**config.mk**
```make
export PLATFORM = sky130hd
export DESIGN_NAME = mem_b_arbiter
export DESIGN_NICKNAME = d
export VERILOG_FILES = /design/src/rtl/mem_b_arbiter_pkg.sv /design/src/rtl/mem_b_tag_pipe.sv /design/src/rtl/mem_b_arbiter.sv
export SDC_FILE = /design/constraint.sdc
export NUM_CORES = 1
export LEC_CHECK = 0
export ABC_CLOCK_PERIOD_IN_PS = 3200
export CAP_MARGIN = 10
export CORE_ASPECT_RATIO = 1.75
export CORE_MARGIN = 1.5
export CORE_UTILIZATION = 38
export DETAILED_ROUTE_END_ITERATION = 12
export PLACE_DENSITY = 0.87
export SETUP_SLACK_MARGIN = 0.4
export SKIP_LAST_GASP = 1
export SLEW_MARGIN = 20
export SYNTH_ARGS = -nofsm -noshare
export SYNTH_HDL_FRONTEND = slang
export SYNTH_SLANG_ARGS = --single-unit
```
**constraint.sdc**
```tcl
create_clock -name clk -period 3.2 [get_ports clk]
set_input_delay 0.48 -clock clk [delete_from_list [all_inputs] [get_ports clk]]
set_output_delay 0.48 -clock clk [all_outputs]
set_load 0.02 [all_outputs]
```
**src/rtl/mem_b_arbiter_pkg.sv**
```systemverilog
// Shared types and constants for the memory port-B arbiter.
`default_nettype none

package mem_b_arbiter_pkg;

  typedef enum logic [1:0] {
    ST_IDLE  = 2'd0,
    ST_DISP  = 2'd1,
    ST_DBG   = 2'd2,
    ST_FORCE = 2'd3
  } arb_state_e;

  typedef enum logic [0:0] {
    ID_DISP = 1'b0,
    ID_DBG  = 1'b1
  } req_id_e;

  localparam int MEM_B_LATENCY = 3;
  localparam int WAIT_CNT_W    = 5;

endpackage

`default_nettype wire

```
**src/rtl/mem_b_tag_pipe.sv**
```systemverilog
// Shift pipeline of (valid, id) tags that follows each read through the memory port.
`default_nettype none

module mem_b_tag_pipe #(
  parameter int DEPTH = 3,
  parameter int ID_W  = 1
) (
  input  logic            clk,
  input  logic            rst,
  input  logic            push_i,
  input  logic [ID_W-1:0] id_i,
  output logic            valid_o,
  output logic [ID_W-1:0] id_o
);

  logic [DEPTH-1:0]           vld_q;
  logic [DEPTH-1:0][ID_W-1:0] id_q;

  always_ff @(posedge clk or negedge rst) begin
    if (!rst) begin
      vld_q <= '0;
      id_q  <= '0;
    end else begin
      vld_q <= {vld_q[DEPTH-2:0], push_i};
      id_q  <= {id_q[DEPTH-2:0], id_i};
    end
  end

  assign valid_o = vld_q[DEPTH-1];
  assign id_o    = id_q[DEPTH-1];

endmodule

`default_nettype wire

```
**src/rtl/mem_b_arbiter.sv**
```systemverilog
// Two-requester arbiter for memory port B: display has priority, debug gets a
// forced grant after MAX_WAIT consecutive denied cycles. Fixed 3-cycle read latency.
`default_nettype none

module mem_b_arbiter
  import mem_b_arbiter_pkg::*;
#(
  parameter int ADDR_W   = 18,
  parameter int DATA_W   = 24,
  parameter int MAX_WAIT = 16
) (
  input  logic              clk,
  input  logic              rst,
  input  logic              disp_req,
  input  logic [ADDR_W-1:0] disp_addr,
  output logic              disp_gnt,
  output logic              disp_rvalid,
  output logic [DATA_W-1:0] disp_rdata,
  input  logic              dbg_req,
  input  logic [ADDR_W-1:0] dbg_addr,
  output logic              dbg_gnt,
  output logic              dbg_rvalid,
  output logic [DATA_W-1:0] dbg_rdata,
  output logic [ADDR_W-1:0] address_b,
  input  logic [DATA_W-1:0] read_data_b,
  output logic              dbg_starved
);

  localparam int                    ID_W       = $bits(req_id_e);
  localparam logic [WAIT_CNT_W-1:0] MAX_WAIT_C = WAIT_CNT_W'(MAX_WAIT);

  arb_state_e            state_q, state_d;
  logic [WAIT_CNT_W-1:0] wait_cnt_q, wait_cnt_d;
  logic [ADDR_W-1:0]     address_b_q;
  req_id_e               tag_id_in;
  logic                  tag_valid;
  logic [ID_W-1:0]       tag_id_out;

  always_ff @(posedge clk or negedge rst) begin
    if (!rst) begin
      state_q    <= ST_IDLE;
      wait_cnt_q <= '0;
    end else begin
      state_q    <= state_d;
      wait_cnt_q <= wait_cnt_d;
    end
  end

  // Grants are decided combinationally from this cycle's requests; rst low masks them.
  always_comb begin
    state_d     = ST_IDLE;
    disp_gnt    = 1'b0;
    dbg_gnt     = 1'b0;
    dbg_starved = 1'b0;
    wait_cnt_d  = wait_cnt_q;
    if (rst) begin
      if (dbg_req && (wait_cnt_q == MAX_WAIT_C)) state_d = ST_FORCE;
      else if (disp_req)                         state_d = ST_DISP;
      else if (dbg_req)                          state_d = ST_DBG;
    end
    case (state_d)
      ST_DISP:  disp_gnt = 1'b1;
      ST_DBG:   dbg_gnt  = 1'b1;
      ST_FORCE: begin
        dbg_gnt     = 1'b1;
        dbg_starved = 1'b1;
      end
      default: ;
    endcase
    if (!dbg_req || dbg_gnt)           wait_cnt_d = '0;
    else if (wait_cnt_q != MAX_WAIT_C) wait_cnt_d = wait_cnt_q + 1'b1;
  end

  always_ff @(posedge clk or negedge rst) begin
    if (!rst) begin
      address_b_q <= '0;
    end else if (disp_gnt || dbg_gnt) begin
      address_b_q <= dbg_gnt ? dbg_addr : disp_addr;
    end
  end

  assign address_b = address_b_q;
  assign tag_id_in = dbg_gnt ? ID_DBG : ID_DISP;

  mem_b_tag_pipe #(
    .DEPTH (MEM_B_LATENCY),
    .ID_W  (ID_W)
  ) u_tag_pipe (
    .clk     (clk),
    .rst     (rst),
    .push_i  (disp_gnt || dbg_gnt),
    .id_i    (tag_id_in),
    .valid_o (tag_valid),
    .id_o    (tag_id_out)
  );

  assign disp_rvalid = tag_valid && (tag_id_out == ID_DISP);
  assign dbg_rvalid  = tag_valid && (tag_id_out == ID_DBG);
  assign disp_rdata  = disp_rvalid ? read_data_b : '0;
  assign dbg_rdata   = dbg_rvalid  ? read_data_b : '0;

  // A forced grant always restarts the starvation count.
  a_force_clears_wait: assert property (
    @(posedge clk) disable iff (!rst) (state_q == ST_FORCE) |-> (wait_cnt_q == '0)
  );

endmodule

`default_nettype wire

```
# --- Word-level counts from Yosys, hierarchy flattened ---
# Cells that the tools add are included.
# W data, S select, Z words.
classes:
  shifts: 0
  n_div: 0
  n_reduce_logical: 8
  n_lt_le_gt_ge: 0
  add_sub_neg: 1
  muxes: 13
  eq_ne: 5
  mul: 0
  bitwise: 1
ops:
  columns: ["cell", "count"]
  rows:
  - ["$mux W24", 2]
  - ["$mux W18", 1]
  - ["$mux W5", 2]
  - ["$mux W2", 4]
  - ["$add A5 B1 Y5 const B", 1]
  - ["$eq A5 B5 Y1 const B", 1]
  - ["$ne A5 B5 Y1 const B", 1]
  - ["$eq A2 B2 Y1 const B", 2]
  - ["$mux W1", 4]
  - ["$logic_and A1 B1 Y1", 3]
  - ["$eq A2 B1 Y1 const B", 1]
  - ["$logic_or A1 B1 Y1", 2]
  - ["$reduce_bool A2 Y1", 1]
  - ["$reduce_or A2 Y1", 1]
  - ["$logic_not A1 Y1", 1]
  - ["$not A1 Y1", 1]
totals:
  mem_bits_ro: 0
  latchBits: 0
  output_inout_bits: 71
  reg_bits: 29
  mem_bits_rw: 0
  memories: 0

# --- Depth between registers and ports, before layout ---
depth:
  word_depth: 9
  mapped_depth: 7
  mapped_depth_nobuf: 5

# --- Cells and area by module ---
# Synthesis repeated with hierarchy kept, for this count alone.
hier_totals:
  cells_unflattened: 262
  hier_area_um2: 2296.0
by_module_without_submodules:
  columns: ["module", "n_inst", "seq_area_each_um2", "area_each_um2", "cells_each"]
  rows:
  - ["mem_b_arbiter", 1, 575.6, 2145.8, 256]
  - ["mem_b_tag_pipe", 1, 150.1, 150.1, 6]

# --- Worst setup path before layout ---
# No wires, ideal clock.
synth_path:
  kind: "register to output"
  start: "reg wait_cnt_q[0]"
  end: "out dbg_gnt"
  arrival_ps: 1411
  path_slack_ps: 1309
  t_required_ps: 2720
  path_stages_with_launch: 7
  n_path_buf: 2
  path_cell_list: "dfrtp_1 > inv_1 > ha_1 > nand4bb_1 > clkbuf_1 > buf_4 > a21oi_1"
synth_via:
  elab_chain_cells: 7
synth_lines:
  columns: ["element", "line_no", "text"]
  rows:
  - ["start: declaration", "mem_b_arbiter.sv:33", "logic [WAIT_CNT_W-1:0] wait_cnt_q, wait_cnt_d;"]
  - ["start signal: assignment", "mem_b_arbiter.sv:45", "wait_cnt_q <= wait_cnt_d;"]
  - ["$eq A5 B5 Y1 *", "mem_b_arbiter.sv:57", "if (dbg_req && (wait_cnt_q == MAX_WAIT_C)) state_d = ST_FORCE;"]
  - ["$logic_and A1 B1 Y1 *", "mem_b_arbiter.sv:57", null]
  - ["$mux W2 *", "mem_b_arbiter.sv:57", null]
  - ["$mux W2 *", "mem_b_arbiter.sv:56", "if (rst) begin"]
  - ["$eq A2 B2 Y1", "mem_b_arbiter.sv:61", "case (state_d)"]
  - ["$reduce_or A2 Y1 (no source line) *", null, null]
  - ["$mux W1 *", "mem_b_arbiter.sv:61", null]
  - ["end: declaration", "mem_b_arbiter.sv:21", "output logic dbg_gnt,"]
# Mark *: on every way between the ends. The rest lies on a longest branch, timed or not.

# --- Final worst setup path ---
layout_path:
  start: "in disp_req"
  end: "out disp_gnt"
layout_via:
  elab_chain_cells: 5
layout_lines:
  columns: ["element", "line_no", "text"]
  rows:
  - ["start: declaration", "mem_b_arbiter.sv:14", "input logic disp_req,"]
  - ["$mux W2", "mem_b_arbiter.sv:58", "else if (disp_req) state_d = ST_DISP;"]
  - ["$mux W2", "mem_b_arbiter.sv:57", null]
  - ["$mux W2", "mem_b_arbiter.sv:56", null]
  - ["$eq A2 B1 Y1", "mem_b_arbiter.sv:61", null]
  - ["$mux W1", "mem_b_arbiter.sv:61", null]
  - ["end: declaration", "mem_b_arbiter.sv:16", "output logic disp_gnt,"]
# No other way between the ends.

==> results.json <==
{
  "worstSetupPathType": "in -> out",
  "hold_viol_final": 0,
  "preCtsSetupSlack_ns": 0.598,
  "maxCapViolCount": 0,
  "leakage_uw": 0.00142,
  "syn_inst": 201,
  "worst-path-buf-inv": 3,
  "critPathTopFamily": "buffers and inverters",
  "drive_above_1_share_pct": 6.31,
  "clockBufferDepth": 2,
  "max_stage_delay_ns": 0.66,
  "n_fill_cell": 375,
  "max_freq_ghz": 0.378,
  "layout_setup_ws_ns": 0.557,
  "cp-start-kind": "input pin",
  "setup_viol": 0,
  "drt-vias-per-instance": 5.72,
  "nets": 398,
  "dr.pass1.iters": 4,
  "die_width_um": 56.4,
  "irDropWorstVdd_uv": 364,
  "place_congestion": 0.773,
  "synth_seq_cells": 29,
  "antenna_found_initial": 0,
  "die_y_um": 96.4,
  "dpl.hpwl_um": 4720,
  "yosysWarnings": 0,
  "final_util_pct": 70.5,
  "cts_tree": "yes",
  "cts_buffers": 5,
  "rsz0062_at_grt": "false",
  "first_global_vias": 2115,
  "worstPathRequired_ns": 2.72,
  "area_delta_synth_final_pct": 76.9,
  "routedWlPerCell_um": 16.4,
  "start_util_pct": 39.9,
  "crit_path_max_fanout": 6,
  "worst_pin_slew_ns": 0.586,
  "wl_um": 6300,
  "fp.dieArea_sq_mm": 0.00543,
  "drt_iter0_drc": 67,
  "ys_seq_area_share_pct": 38.3,
  "dp_cells": 377,
  "placement.io_buffers": 134,
  "ctsHtreeMaxLevel": 2,
  "cp-end-kind": "primary output",
  "ios": 135,
  "cts_sinks": 29,
  "finalCriticalPeriod_ns": 2.64,
  "grt_max_degree": 31,
  "drv_slew": 0,
  "worst_path_most_repeated_cell": "clkdlybuf4s50_1",
  "total_power_uw": 1250,
  "fin_cells": 385,
  "crit_chain": "clkdlybuf4s50_1 > inv_1 > a211oi_4 > clkdlybuf4s50_1",
  "hold_class": "in -> async",
  "fp-row-count": 33,
  "design.core.area_sq_mm": 0.00475,
  "insertion_delay_ns": 0.28,
  "synth_fp_nets": 267,
  "cts_setup_buffers": 0,
  "grt_pass1_wl_um": 9930,
  "status": "complete, no violations",
  "clk_pin_slew_ns": 0.06,
  "antennaDiodeCount": 0,
  "root_buffer": "clkbuf_8",
  "crit_slowest_cell": "clkdlybuf4s50_1",
  "overflow": 0,
  "syn_area_per_cell_sq_um": 9.42,
  "cts_resized": 0,
  "fin_skew_ns": 0.00436,
  "hold_buffers": 0,
  "fin_tns_setup_ns": 0,
  "ant_nets": 0,
  "vias": 2203,
  "slew_headroom_pct": 60.9,
  "drcViolationCount": 0,
  "track_usage_pct": 23.2,
  "synthesis.area_sq_mm": 0.00189,
  "finalCritPeriodShare_pct": 82.6,
  "synth.distinct_cells": 30,
  "powerDensity_mw_per_mm2": 374,
  "cp_data_arrival_time_ns": 2.16
}
[through the flow]
| stage | hold slack, ns | instance area [sq um] |
|---|---|---|
| after floorplan | 0.184 | 1890 |
| after global placement | 0.333 | 3230 |
| after detailed placement | 0.335 | 3230 |
| after CTS | 0.242 | 3350 |
| after global routing | 0.262 | 3350 |
| final | 0.258 | 3350 |
[flip-flops by register name, summed over array words and instances, names as in the netlist]
name,cells
wait_cnt_q,5
u_tag_pipe.id_o,1
u_tag_pipe.vld_q,3
address_b,18
u_tag_pipe.id_q,2
[cell usage after synthesis, drive strengths merged]
cell type	number	area share [%]
dfrtp	29	38
and2	25	8.3
and3	24	7.9
inv	22	4.4
a221oi	18	8.3
o22ai	18	5.9
o32ai	18	8.3
buf	10	4.2
clkbuf	8	1.6
nand3	3	0.79
nor2	3	0.59
xor2	3	1.4
a211oi	2	1.5
a21oi	2	0.53
dlymetal6s2s	2	1.3
ha	2	1.3
nor3b	2	0.79
a21boi	1	0.40
and4bb	1	0.86
dlygate4sd1	1	0.46
nand2	1	0.20
nand4bb	1	0.59
nor2b	1	0.33
nor3	1	0.26
o2111a	1	0.59
o211ai	1	0.40
o21a	1	0.40
[worst register-to-register path, cell delays in order (launching register included)]
cell and delay (ns):
dfrtp_1 0.39, inv_1 0.08, ha_1 0.21, and4bb_4 0.22, a211oi_4 0.31, buf_4 0.30
a221oi_1 0.13
[final timing paths]
path	startpoint	endpoint	slack, ns	cells past startpoint
setup / recovery	disp_req	disp_gnt	0.56	4
hold / removal	rst	address_b[6]$_DFFE_PN0P_	0.26	2
setup reg to reg	wait_cnt_q[0]$_DFFE_PN0P_	address_b[12]$_DFFE_PN0P_	1.43	6
hold reg to reg	u_tag_pipe.vld_q[0]$_DFF_PN0_	u_tag_pipe.vld_q[1]$_DFF_PN0_	0.35	0
max in group asynchronous	rst	u_tag_pipe.vld_q[1]$_DFF_PN0_	2.71	2
min in group clk	u_tag_pipe.vld_q[0]$_DFF_PN0_	u_tag_pipe.vld_q[1]$_DFF_PN0_	0.35	0
[cell type report]
cell class / count / area, sq um / share of cell area [%]
Clock buffer: 7 / 86.3 / 2.58
Sequential cell: 29 / 726 / 21.7
Clock inverter: 1 / 30.0 / 0.897
Timing Repair Buffer: 145 / 1420 / 42.4
Multi-Input combinational cell: 129 / 941 / 28.1
Tap cell: 52 / 65.1 / 1.94
Inverter: 22 / 82.6 / 2.47
[placed cells by master (no fill, tap or decap)]
cell type	netlist	routed
and4bb_4	1	1
nor2b_1	1	1
clkbuf_1	8	1
clkbuf_8	0	6
a221oi_1	18	18
o21a_1	1	1
nand3_1	3	3
inv_1	22	22
bufinv_16	0	1
and3_1	24	24
dfrtp_1	29	29
ha_1	2	2
a21boi_0	1	1
o211ai_1	1	1
nand2_1	1	1
clkdlybuf4s50_1	0	133
xor2_1	3	3
nor3_1	1	1
buf_2	4	1
a211oi_4	1	1
nor2_1	3	3
o22ai_1	18	18
and2_1	25	25
o2111a_1	1	1
buf_4	2	11
nor3b_1	2	2
a21oi_1	2	2
nand4bb_1	1	1
a211oi_1	1	1
o32ai_1	18	18
[per-layer routing]
layer	part of all wire (%)	wire [um]	global-route usage (%)	vias to the layer above
met4	3.4	215	11.7	0
li1	-	-	-	1019
met1	34	2110	22.9	1017
met5	0	0	0	-
met2	50	3170	41.7	152
met3	13	803	9.45	15
[cell families (layout without fill, tap and decap cells)]
group / count (synthesis) / count (layout) / share of synthesized area [%]
buf+inv: 43 / 175 / 12.0
simple gates: 62 / 62 / 20.6
xor+xnor: 3 / 3 / 1.39
fa+ha+maj: 2 / 2 / 1.32
compound gates: 62 / 62 / 26.4
flops: 29 / 29 / 38.3
[power breakdown]
part           switching (uW)  internal, uW
Clock                     144           254
Combinational             190           223
Sequential               37.9           406
No activity file was read; power rests on OpenSTA's default activity.
